File: config.mk
export PLATFORM = sky130hd
export DESIGN_NAME = rf_wb_arbiter
export DESIGN_NICKNAME = d
export VERILOG_FILES = /design/src/rtl/mips_pkg.sv /design/src/rtl/rr_arbiter.sv /design/src/rtl/rf_wb_arbiter.sv
export SDC_FILE = /design/constraint.sdc
export NUM_CORES = 1
export LEC_CHECK = 0
export ABC_CLOCK_PERIOD_IN_PS = 4000
export CAP_MARGIN = 25
export CORE_MARGIN = 1
export CORE_UTILIZATION = 25
export DETAILED_ROUTE_END_ITERATION = 8
export GPL_ROUTABILITY_DRIVEN = 0
export SYNTH_ARGS = -nofsm -noshare
export SYNTH_HDL_FRONTEND = slang
export SYNTH_HIERARCHICAL = 1
export SYNTH_SLANG_ARGS = --single-unit
File: constraint.sdc
create_clock -name clk -period 4 [get_ports clk]
set_clock_uncertainty 0.05 [all_clocks]
set_input_delay 1 -clock clk [delete_from_list [all_inputs] [get_ports clk]]
set_output_delay 1 -clock clk [all_outputs]
set_load 0.02 [all_outputs]
File: src/rtl/mips_pkg.sv
// rtl/mips_pkg.sv - shared constants for the register-file write-back path
package mips_pkg;

  localparam int DATA_WIDTH = 32;
  localparam int ADDR_DEPTH = 5;
  localparam logic [4:0] ZERO_REG = 5'd0;
  localparam int WR_COUNT_W = 16;

  typedef logic [WR_COUNT_W-1:0] wr_count_t;

  localparam wr_count_t WR_COUNT_MAX = '1;

endpackage

File: src/rtl/rr_arbiter.sv
// rtl/rr_arbiter.sv - combinational round-robin grant starting after the last winner
module rr_arbiter #(
  parameter int N  = 2,
  parameter int IW = (N > 1) ? $clog2(N) : 1
) (
  input  logic [N-1:0]  req,
  input  logic [IW-1:0] last,
  input  logic          en,
  output logic [N-1:0]  grant,
  output logic [IW-1:0] grant_idx
);

  // Walk last+1, last+2, ... modulo N and grant the first active request
  always_comb begin
    logic          found;
    logic [IW-1:0] idx;
    found     = 1'b0;
    idx       = '0;
    grant     = '0;
    grant_idx = '0;
    for (int k = 1; k <= N; k++) begin
      idx = IW'((int'(last) + k) % N);
      if (en && !found && req[idx]) begin
        grant[idx] = 1'b1;
        grant_idx  = idx;
        found      = 1'b1;
      end
    end
  end

endmodule

File: src/rtl/rf_wb_arbiter.sv
// rtl/rf_wb_arbiter.sv - round-robin sharing of the register-file write port
module rf_wb_arbiter
  import mips_pkg::*;
#(
  parameter int DataWidth    = DATA_WIDTH,
  parameter int Addres_depth = ADDR_DEPTH,
  parameter int NREQ         = 2
) (
  input  logic                         clk,
  input  logic                         RST,
  input  logic [NREQ-1:0]              req_valid,
  input  logic [NREQ*Addres_depth-1:0] req_addr,
  input  logic [NREQ*DataWidth-1:0]    req_data,
  output logic [NREQ-1:0]              req_ready,
  input  logic                         hold,
  output logic                         WE3,
  output logic [Addres_depth-1:0]      A3,
  output logic [DataWidth-1:0]         WD3,
  output logic [$clog2(NREQ)-1:0]      grant_id,
  output logic [WR_COUNT_W-1:0]        wr_count
);

  localparam int GW = $clog2(NREQ);

  logic [GW-1:0]           last;
  logic [NREQ-1:0]         grant;
  logic [GW-1:0]           gidx;
  logic                    xfer;
  logic [Addres_depth-1:0] sel_addr;
  logic [DataWidth-1:0]    sel_data;
  logic                    sel_nonzero;

  // Grants are blocked during reset and hazard freeze
  rr_arbiter #(
    .N  (NREQ),
    .IW (GW)
  ) u_rr (
    .req       (req_valid),
    .last      (last),
    .en        (!hold && !RST),
    .grant     (grant),
    .grant_idx (gidx)
  );

  assign req_ready   = grant;
  assign xfer        = |(grant & req_valid);
  assign sel_addr    = req_addr[gidx*Addres_depth +: Addres_depth];
  assign sel_data    = req_data[gidx*DataWidth +: DataWidth];
  assign sel_nonzero = (sel_addr != Addres_depth'(ZERO_REG));

  // Register the winning write onto the port; $zero writes complete but never assert WE3
  always_ff @(posedge clk) begin
    if (RST) begin
      last     <= GW'(NREQ - 1);
      WE3      <= 1'b0;
      A3       <= '0;
      WD3      <= '0;
      grant_id <= '0;
      wr_count <= '0;
    end else if (xfer) begin
      last     <= gidx;
      A3       <= sel_addr;
      WD3      <= sel_data;
      grant_id <= gidx;
      WE3      <= sel_nonzero;
      if (sel_nonzero && (wr_count != WR_COUNT_MAX)) begin
        wr_count <= wr_count + WR_COUNT_W'(1);
      end
    end else begin
      WE3 <= 1'b0;
    end
  end

endmodule

==> metrics <==
detailed router's first-iteration violation count=104; post-synth net total=367; normalized max-slew margin=52.6%; maximum root-to-sink buffer count=2; initial antenna violation count=0; Sw Share=24.0%; Root Buffer=clkbuf_8; first-pass GRT wire length=12800 um; RSZ-0062 raised after global routing=no; Net Switching=295 uW; mapped cell area=2580 um2; cell taking the most area after synthesis=dfxtp_1; Setup WS post-layout=405 ps; Slew @ Worst Pin=710 ps; Post-Place Worst Slack=405 ps; CP endpoint kind=output port; power per cell area=295 nW/um2; count leader, synth=dfxtp_1; Final Core Density=42.2%; Post-synth EDFFs=0; placed instance area=4030 um2; Core Footprint=9860 um2; Synth Register Bits=56; CTS buffer count=5; Worst Path Max Fanout=5; worst path arrival time=2550 ps; fin nets=491; Avg Cell Area, Syn=8.98 um2; aggregate global routing overflow=0; antenna cells=0; Post-CTS Setup Repair Bufs=0; Synth area leaders=dfxtp_1 43%, mux2i_1 15%, a211oi_1 11%; status=finished clean; # hold bufs at CTS=0; maximum vdd ir drop=124 uV; Ports=136; Clock Pin Slew Worst Setup and Hold Paths=90 ps; Crit path required time=2950 ps; P_leak=0.00130 uW; area occupied by multi-input gates=1370 um2; hold crit path type=reg2reg; Clock Sinks=56; Yosys cell types=34; Final Hold Fails=0; total track usage=14.7%; largest net degree at the start of global routing=77; Die Y=104 um; Setup Viol. Count Final=0; Mapped Cells=287; clock power share=32.8%; Vias per Instance=4.72; setup TNS=0 ps; DP HPWL=5690 um; Combinational Power Share=19.1%; initial core utilization=26.1%; top cell type's share of synthesized area=43.5%; max-slew violations=0; critical path class=in2out; Post-synth top flop=dfxtp_1; DR WL/cell=14.3 um; Routed WL=7820 um; Async SR Flop Fraction=0%; Internal=934 uW; FP Rows=36; port buffer count=135; Final Instance Area=4160 um2; post-synthesis sequential area ratio=43.5%; Fill cells=959; yosys warns=6; number of instances resized during post-cts repair=0; Fmax=278 MHz; Storage cell area=1120 um2; sequential share of power=48.0%; DRC Markers=0; Final period util=89.9%; Vias=2572; reg2reg setup slack=1570 ps; htree depth=2; min Tclk post-route=3600 ps; Max Cap Viol=0; worst skew pair latency=300 ps; drt first pass iters=4; Critical Path Source Type=input pin; number of global-route vias before repair=2419; Die Area=10700 um2; layout cell share with drive strength beyond 1=5.58%; Area growth, synth to finish=61.4%; Die W=104 um; most instantiated cells after synthesis=56 x dfxtp_1, 45 x nor2_1, 38 x mux2i_1; CTS tree=yes; antenna-violating nets left=0
-- area by class of cell --
type / count / share of cell area [%]
Clock buffer: 7 / 2.32
Clock inverter: 1 / 0.722
Sequential cell: 56 / 26.9
Tap cell: 133 / 4.00
Multi-Input combinational cell: 208 / 32.9
Inverter: 2 / 0.180
Timing Repair Buffer: 138 / 32.9
-- cell families after synthesis --
logic type      Yosys count  synth area share, %
compound gates           72                 18.5
buf+inv                  23                 3.83
flops                    56                 43.5
fa+ha+maj                 1                0.485
xor+xnor                  1                0.340
simple gates             96                 18.5
mux                      38                 14.8
-- final timing paths --
path,start,end,cells past startpoint
worst max-delay path,req_valid[0],req_ready[0],4
worst min-delay path,grant_id,grant_id,2
worst max register to register,last,wr_count[9],7
worst min register to register,grant_id,grant_id,2
-- per-stage QoR --
stage	instances	power (uW)	hold WS [ps]
CTS	545	1250	421
global route	545	1290	451
global placement	537	837	395
floorplan	287	701	436
finish	545	1230	421
detailed placement	537	840	407
-- sequential cells by signal (all words and copies together), names as in the netlist --
register,count
A3,5
last,1
wr_count,16
WD3,32
WE3,1
grant_id,1
-- power groups by stage --
stage / combinational (uW) / sequential (uW) / clock, uW
6_report: 235 / 590 / 404
2_1_floorplan: 72.2 / 629 / 0
3_5_place_dp: 237 / 603 / 0
4_1_cts: 238 / 591 / 419
3_3_place_gp: 235 / 603 / 0
5_1_grt: 254 / 594 / 445
-- per-layer routing --
metal | track usage, % | wire length, um
met1 | 19.9 | 3750
met4 | 3.31 | 94
met2 | 23.0 | 3430
met5 | 0 | 0
met3 | 4.15 | 535
-- critical path, cell delays in order --
cell and delay (ps):
clkdlybuf4s50_1 600, nand2_1 80, a21oi_1 210, clkdlybuf4s50_1 650
-- placed cells by master (no fill, tap or decap), types with 7 or more instances in the layout --
cell type	count
clkdlybuf4s50_1	134
dfxtp_1	56
nor2_1	45
mux2i_1	38
a211oi_1	37
a21oi_1	17
nand2_1	11
nand3_1	9
clkbuf_8	7
(Power assumes the default switching activity.)
